File: config.mk
export PLATFORM = sky130hd
export DESIGN_NAME = pp_shift_add_multiplier
export DESIGN_NICKNAME = d
export VERILOG_FILES = /design/src/rtl/pp_mult_pkg.sv /design/src/rtl/pp_row_gen.sv /design/src/rtl/pp_shift_add_multiplier.sv
export SDC_FILE = /design/constraint.sdc
export NUM_CORES = 1
export LEC_CHECK = 0
export BUFFER_PORTS_ARGS = -buffer_cell sky130_fd_sc_hd__buf_2
export CELL_PAD_IN_SITES_DETAIL_PLACEMENT = 1
export CELL_PAD_IN_SITES_GLOBAL_PLACEMENT = 1
export CORE_AREA = 2 2 72 74
export CTS_BUF_LIST = sky130_fd_sc_hd__clkbuf_4 sky130_fd_sc_hd__clkbuf_8
export CTS_CLUSTER_DIAMETER = 50
export CTS_CLUSTER_SIZE = 25
export DETAILED_ROUTE_END_ITERATION = 10
export DIE_AREA = 0 0 74 76
export GPL_TIMING_DRIVEN = 0
export PLACE_DENSITY_LB_ADDON = 0.08
export SLEW_MARGIN = 5
export SYNTH_ARGS = -nofsm -noshare
export SYNTH_HDL_FRONTEND = slang
export SYNTH_SLANG_ARGS = --single-unit
File: constraint.sdc
create_clock -name clk -period 3.1 [get_ports clk]
set_input_delay 0.31 -clock clk [delete_from_list [all_inputs] [get_ports clk]]
set_output_delay 0.31 -clock clk [all_outputs]
set_load 0.01 [all_outputs]
File: src/rtl/pp_mult_pkg.sv
// Shared definitions for the shift-add multiplier: the controller state
// encoding and the width helper used to size the row index.
package pp_mult_pkg;

  typedef enum logic [1:0] {
    ST_IDLE = 2'd0,
    ST_BUSY = 2'd1,
    ST_DONE = 2'd2
  } state_e;

  // Bits needed to index 0..value-1, never less than one.
  function automatic int clog2w(input int value);
    int r;
    r = 0;
    for (int i = 0; i < 32; i++) begin
      if ((32'd1 << i) < value) begin
        r = i + 1;
      end
    end
    return (r < 1) ? 1 : r;
  endfunction

endpackage

File: src/rtl/pp_row_gen.sv
// One partial-product row: the multiplicand widened to the product width
// and gated by a single multiplier bit.
module pp_row_gen #(
  parameter int WIDTH = 4
) (
  input  logic [WIDTH-1:0]   a,
  input  logic               b_bit,
  input  logic               is_signed,
  output logic [2*WIDTH-1:0] row
);

  logic [2*WIDTH-1:0] ext_s;

  // Widen the multiplicand, then gate it with the multiplier bit.
  always_comb begin
    ext_s = '0;
    if (is_signed) begin
      ext_s = {{WIDTH{a[WIDTH-1]}}, a};
    end else begin
      ext_s = {{WIDTH{1'b0}}, a};
    end
    row = ext_s & {(2*WIDTH){b_bit}};
  end

endmodule

File: src/rtl/pp_shift_add_multiplier.sv
// Sequential shift-add multiplier: one partial-product row per cycle, with
// the sign row subtracted in two's-complement mode (Baugh-Wooley style).
module pp_shift_add_multiplier
  import pp_mult_pkg::*;
#(
  parameter int WIDTH = 4
) (
  input  logic                        clk,
  input  logic                        rst_n,
  input  logic                        in_valid,
  output logic                        in_ready,
  input  logic [WIDTH-1:0]            in_a,
  input  logic [WIDTH-1:0]            in_b,
  input  logic                        in_signed,
  output logic                        out_valid,
  input  logic                        out_ready,
  output logic [2*WIDTH-1:0]          out_p,
  output logic [clog2w(WIDTH)-1:0]    row_idx
);

  localparam int IW = clog2w(WIDTH);
  localparam logic [IW-1:0] LAST_IDX = IW'(WIDTH - 1);

  state_e               state_r;
  logic [WIDTH-1:0]     a_r;
  logic [WIDTH-1:0]     b_r;
  logic                 sgn_r;
  logic [2*WIDTH-1:0]   acc_r;
  logic [IW-1:0]        idx_r;
  logic [2*WIDTH-1:0]   row_s;
  logic [2*WIDTH-1:0]   row_sh_s;
  logic [2*WIDTH-1:0]   acc_next_s;

  pp_row_gen #(.WIDTH(WIDTH)) u_row_gen (
    .a         (a_r),
    .b_bit     (b_r[idx_r]),
    .is_signed (sgn_r),
    .row       (row_s)
  );

  assign row_idx = idx_r;

  // Accumulate the shifted row; the multiplier sign bit carries weight -2^(W-1).
  always_comb begin
    row_sh_s   = row_s << idx_r;
    acc_next_s = '0;
    if (sgn_r && (idx_r == LAST_IDX)) begin
      acc_next_s = acc_r - row_sh_s;
    end else begin
      acc_next_s = acc_r + row_sh_s;
    end
  end

  // Controller and all registered outputs; idx is parked at 0 outside BUSY.
  always_ff @(posedge clk or negedge rst_n) begin
    if (!rst_n) begin
      state_r   <= ST_IDLE;
      a_r       <= '0;
      b_r       <= '0;
      sgn_r     <= 1'b0;
      acc_r     <= '0;
      idx_r     <= '0;
      in_ready  <= 1'b1;
      out_valid <= 1'b0;
      out_p     <= '0;
    end else begin
      case (state_r)
        ST_IDLE: begin
          if (in_valid) begin
            a_r      <= in_a;
            b_r      <= in_b;
            sgn_r    <= in_signed;
            acc_r    <= '0;
            idx_r    <= '0;
            in_ready <= 1'b0;
            state_r  <= ST_BUSY;
          end
        end
        ST_BUSY: begin
          acc_r <= acc_next_s;
          if (idx_r == LAST_IDX) begin
            idx_r     <= '0;
            out_valid <= 1'b1;
            out_p     <= acc_next_s;
            state_r   <= ST_DONE;
          end else begin
            idx_r <= idx_r + IW'(1);
          end
        end
        ST_DONE: begin
          if (out_ready) begin
            out_valid <= 1'b0;
            out_p     <= '0;
            in_ready  <= 1'b1;
            state_r   <= ST_IDLE;
          end
        end
        default: begin
          state_r   <= ST_IDLE;
          idx_r     <= '0;
          in_ready  <= 1'b1;
          out_valid <= 1'b0;
          out_p     <= '0;
        end
      endcase
    end
  end

endmodule

==> results of run 1 <==
[layer usage]
layer | GRT usage [%] | share of wire (%)
met5 | 0 | 0
met3 | 4.365 | 3.2
met1 | 24.22 | 45
met2 | 30.63 | 51
met4 | 6.000 | 0.71
[through the flow]
step	cell area [µm²]	cells	setup TNS [ns]	util, %	hold slack, ns
2_1_floorplan	1908	201	-0.01500	-	0.01441
3_3_place_gp	2116	295	-0.8456	43.07	0.3958
3_5_place_dp	2116	295	-1.440	43.07	0.4112
4_1_cts	2312	308	-0.04963	47.07	0.09886
5_1_grt	2397	312	-0.9758	48.80	0.1147
6_report	2397	312	0	48.80	0.07094
[registers in the layout (all words and copies together) (netlist names)]
| register | flops |
|---|---|
| row_idx | 2 |
| acc_r | 8 |
| in_ready | 1 |
| b_r | 4 |
| state_r | 2 |
| a_r | 4 |
| out_valid | 1 |
| sgn_r | 1 |
| out_p | 8 |
[what timing repair did]
action / in CTS / in global routing
setup buffers: 6 / 4
gates resized for setup: 11 / 11
setup endpoints to repair: 10 / 10
pin swaps: 4 / 6
endpoints found under the hold margin: 0 / 0
[placed cells by master, fill, tap and decap left out, types with 2 or more instances in the layout]
master / synthesis / layout
a21boi_1: 3 / 2
a21boi_2: 0 / 2
a21o_1: 4 / 4
a21oi_1: 10 / 9
a21oi_2: 1 / 2
buf_2: 1 / 25
buf_4: 0 / 10
clkbuf_1: 8 / 5
clkbuf_8: 0 / 6
dfrtp_1: 30 / 30
ha_1: 9 / 9
inv_1: 8 / 8
mux2_1: 8 / 8
mux2i_1: 4 / 4
nand2_1: 33 / 32
nand2b_1: 3 / 3
nand3_1: 2 / 2
nand3b_1: 2 / 2
nor2_1: 12 / 12
nor2b_1: 7 / 5
o21ai_0: 4 / 4
o21ai_1: 13 / 7
o21ai_2: 0 / 6
o22ai_1: 3 / 3
o31ai_1: 4 / 4
xnor2_1: 2 / 2
xor2_1: 6 / 6
[worst reg2reg max path: stages (launching register included)]
cell and delay, ns:
dfrtp_1 0.36, buf_6 0.11, mux4_2 0.52, nor3b_4 0.18
inv_1 0.06, ha_1 0.16, a21boi_2 0.20, nor2_1 0.07
xor2_1 0.14, ha_1 0.36, a21oi_2 0.17, o21ai_2 0.08
a31o_2 0.20, xnor3_1 0.25, o22ai_2 0.08
[worst max-delay path by stage]
stage	startpoint	end	slack [ns]	cells after the start
after floorplan	row_idx[0]	acc_r[7]	-0.01	14
after global placement	row_idx[0]	acc_r[7]	-0.22	14
after global routing	row_idx[0]	out_p[7]	-0.16	15
after detailed placement	row_idx[0]	acc_r[6]	-0.28	14
after CTS	row_idx[0]	acc_r[6]	-0.03	13
final	row_idx[0]	acc_r[7]	0.005	14
[area by class of cell]
class                   count  area share (%)
flip-flops and latches     31           32.41
plain buffers               9           1.983
repair buffers             34           8.142
multi-input cells         151           47.49
inverters                   9           1.409
clock inverters             2           1.461
clock buffers               6           3.445
well taps                  70           3.653
[kinds of logic (layout without fill, tap and decap cells)]
family                   after synthesis  count (layout)  synth area share (%)
AO/OA/AOI/OAI                         51              51                 16.95
XOR/XNOR                              10              10                 5.739
adder cells (fa/ha/maj)               10              10                 6.992
buffers and inverters                 19              60                 4.221
flip-flops                            31              31                 40.96
multiplexers                          14              14                 8.641
AND/OR/NAND/NOR                       66              66                 16.49
==> flow_summary.ini, run 1 <==
[outcome]
status = completed

[logic_synthesis]
synth.distinct_cells = 45
synth_area_um2 = 1897
synth_cells = 201
synth_warnings = 0
yosysMostFrequentCell = nand2_1
synthesis.nets = 224
yosys.area.top_type_share_pct = 39.58
ys_top_cells_by_count = nand2_1 (33), dfrtp_1 (30), o21ai_1 (13)
synth_area_leaders = dfrtp_1 (40%), nand2_1 (6.5%), ha_1 (5.9%)
ys.flop_type = dfrtp_1
synth_seq_cells = 31
synth-edff-count = 0
ys_seq_area_share_pct = 40.96
avgSynthCellArea_um2 = 9.437
synth_area_leader_cell = dfrtp_1
async_flop_share_pct = 100.0

[place]
place.gp.congestion = 0.7918
place_ws_ns = -0.2782
dp_hpwl_mm = 3.566
portBuffers = 24

[worst_setup_path]
cp_slowest_cell = mux4_2
path_cells = buf_6 > mux4_2 > nor3b_4 > inv_1 > ha_1 > a21boi_2 > nor2_1 > xor2_1 > ha_1 > a21oi_2 > o21ai_2 > a31o_2 > xnor3_1 > o22ai_2
path_buf_inv = 2
cpPeakStageDelay_ns = 0.52
end_kind = register
r2r_slack_ns = 0.005
required_ns = 3.26
crit_family = compound AO/OA/AOI/OAI gates
r2r-start = row_idx[0]
crit_path_frequent_cell = ha_1
crit_arrival_ns = 3.25
ff2ff_path_depth = 14
r2r_end = acc_r[7]
setup.worst_path.class = reg -> reg
crit_path_start_kind = register
worstPathMaxFanout = 4

[global_routing]
track_usage_pct = 18.75
grt_pass1_wl_mm = 8.142
grt_max_degree = 32
grt_pass1_vias = 1743
grt_overflow = 0
antenna_found_initial = 0

[finish]
n_fill_cell = 574
multiInputGateArea_um2 = 1139
drive_gt1_share_pct = 30.58
area_growth_syn_to_layout_pct = 26.39
seq_area_um2 = 777.0
layout.nets = 264
diodes = 0

[sta]
final.min_clock_period_ns = 3.095
setup_violations = 0
finalHoldViolCount = 0
relSlewSlack_pct = 52.41
fin_ws_ns = 0.005124
finClkSkew_ns = 0.003731
fin_crit_sh_pct = 99.83
max_freq_mhz = 323.1
worstMarginPinSlew_ns = 0.7139
slew_viol_final = 0
rsz0062_at_grt = yes

[die]
die_h_um = 76
io_pins = 25
fp.dieArea_um2 = 5624
die_w_um = 74
coreArea_um2 = 4912
initial_core_util_pct = 38.61
rows = 26

[routing]
routed_wl_mm = 4.955
antenna_left = 0
viasPerCell = 5.179
dr_total_vias = 1616
dr.pass1.iters = 4
dr.first_iter.drc_count = 58
post_drt_wl_per_cell_um = 15.88
drc = 0

[clocking]
clock_latency_ns = 0.28
cts_made_buffers = 5
clockBufferDepth = 2
cts_hold_buf = 0
clkTransAtPathRegs_ns = 0.07
h-tree-depth = 2
clockRootBuffer = clkbuf_8
cts.sinks = 31
cts_tree = built

[min_path]
hold_path_class = in -> async

[flow_run]
maxCapViolCount = 0
Power of run 1 is left out: the tool's default activity adds up to more than one toggle a clock period on the data nets, which glitch-free logic cannot reach.
==> inputs of run 2 (changes only) <==
RECOVER_POWER = 25   (was unset)
==> flow_summary.ini, run 2 (synthesis results as in run 1) <==
[outcome]
status = finished with violations
violations = max-capacitance violations, max-slew violations

[clocking]
h-tree-depth = 2
clock_latency_ns = 0.28
cts_tree = built
cts_made_buffers = 5
clockBufferDepth = 2
cts.sinks = 31
clkTransAtPathRegs_ns = 0.07
clockRootBuffer = clkbuf_8

[finish]
layout.nets = 264
reg_top3 = acc_r x8, out_p x8
layout_common_cells = nand2_1 (32), dfrtp_1 (30), buf_2 (24), nor2_1 (12), buf_4 (10)
diodes = 0
layout_commonest_cell = nand2_1
area_growth_syn_to_layout_pct = 26.32
drive_gt1_share_pct = 30.17

[worst_setup_path]
r2r_slack_ns = 0.005
crit_path_start_kind = register
end_kind = register
crit_arrival_ns = 3.25
required_ns = 3.26
setup.worst_path.class = reg -> reg
worstPathMaxFanout = 4

[die]
initial_core_util_pct = 38.61
die_w_um = 74
fp.dieArea_um2 = 5624
die_h_um = 76
rows = 26
coreArea_um2 = 4912
io_pins = 25

[global_routing]
grt_overflow = 0
track_usage_pct = 18.75
grt_pass1_wl_mm = 8.142
grt_pass1_vias = 1743
antenna_found_initial = 0
grt_max_degree = 32

[place]
dp_hpwl_mm = 3.566
portBuffers = 24
place.gp.congestion = 0.7918

[sta]
fin_crit_sh_pct = 99.83
setup_violations = 0
hold_slack_ns = 0.2315
finalHoldViolCount = 0
rsz0062_at_grt = yes
worstMarginPinSlew_ns = 1.705
final.min_clock_period_ns = 3.095
slew_viol_final = 32
finClkSkew_ns = 0.003731
relSlewSlack_pct = -13.68
max_freq_mhz = 323.1
finalSetupTns_ns = 0

[routing]
dr_total_vias = 1616
antenna_left = 0
drc = 0
viasPerCell = 5.179
post_drt_wl_per_cell_um = 15.88
dr.pass1.iters = 4
dr.first_iter.drc_count = 58
routed_wl_mm = 4.953

[flow_run]
maxCapViolCount = 1

[min_path]
hold_path_class = in -> reg
[run 2: changes by cell type in the layout (fill, tap and decap cells not counted)]
cell      delta
buf_2        -1
clkbuf_1     +1
[run 2: critical path, cell delays in order, from the launching register on]
cell and delay [ns]:
dfrtp_1 0.36, buf_6 0.11, mux4_2 0.52, nor3b_4 0.18
inv_1 0.06, ha_1 0.16, a21boi_2 0.20, nor2_1 0.07
xor2_1 0.14, ha_1 0.36, a21oi_2 0.17, o21ai_2 0.08
a31o_2 0.20, xnor3_1 0.25, o22ai_2 0.08
[run 2: path summary, 6_finish.rpt]
kind,startpoint,endpoint,cells after the start
max,row_idx[0],acc_r[7],14
max reg2reg,row_idx[0],acc_r[7],14
max in group asynchronous,rst_n,b_r[2],1
min reg2reg,out_p[5],out_p[5],2
min,in_a[1],a_r[1],3
min in group asynchronous,rst_n,acc_r[5],1
[run 2: cell type report]
cell class                 instances  area [µm²]
clock inverter                     2       35.03
buffer                             9       47.55
sequential                        31       777.0
tap                               70       87.58
inverter                           9       33.78
multi-input combinational        151        1139
clock buffer                       6       82.58
fill                             574        2516
timing repair buffer              34       193.9
[run 2: through the flow]
step	util (%)	cells	instance area (µm²)	setup WS [ns]
6_report	48.78	312	2396	0.005124
3_5_place_dp	43.07	295	2116	-0.2782
3_3_place_gp	43.07	295	2116	-0.2153
5_1_grt	48.78	312	2396	-0.1605
4_1_cts	47.07	308	2312	-0.03021
2_1_floorplan	-	201	1908	-0.01500
[run 2: what timing repair did]
item,4_1_cts,5_1_grt
buffers inserted,6,4
hold buffers,0,0
resized for setup,11,11
pin swaps,4,6
endpoints found under the setup margin,10,10
[run 2: per-layer routing]
metal	vias up	global-route usage, %	share of wire (%)	wire length, µm
li1	780	-	-	-
met1	804	24.22	45	2226
met2	28	30.63	51	2532
met3	4	4.365	3.2	159
met4	0	6.000	0.71	35
met5	-	0	0	0
Power of run 2 is left out for the same reason.
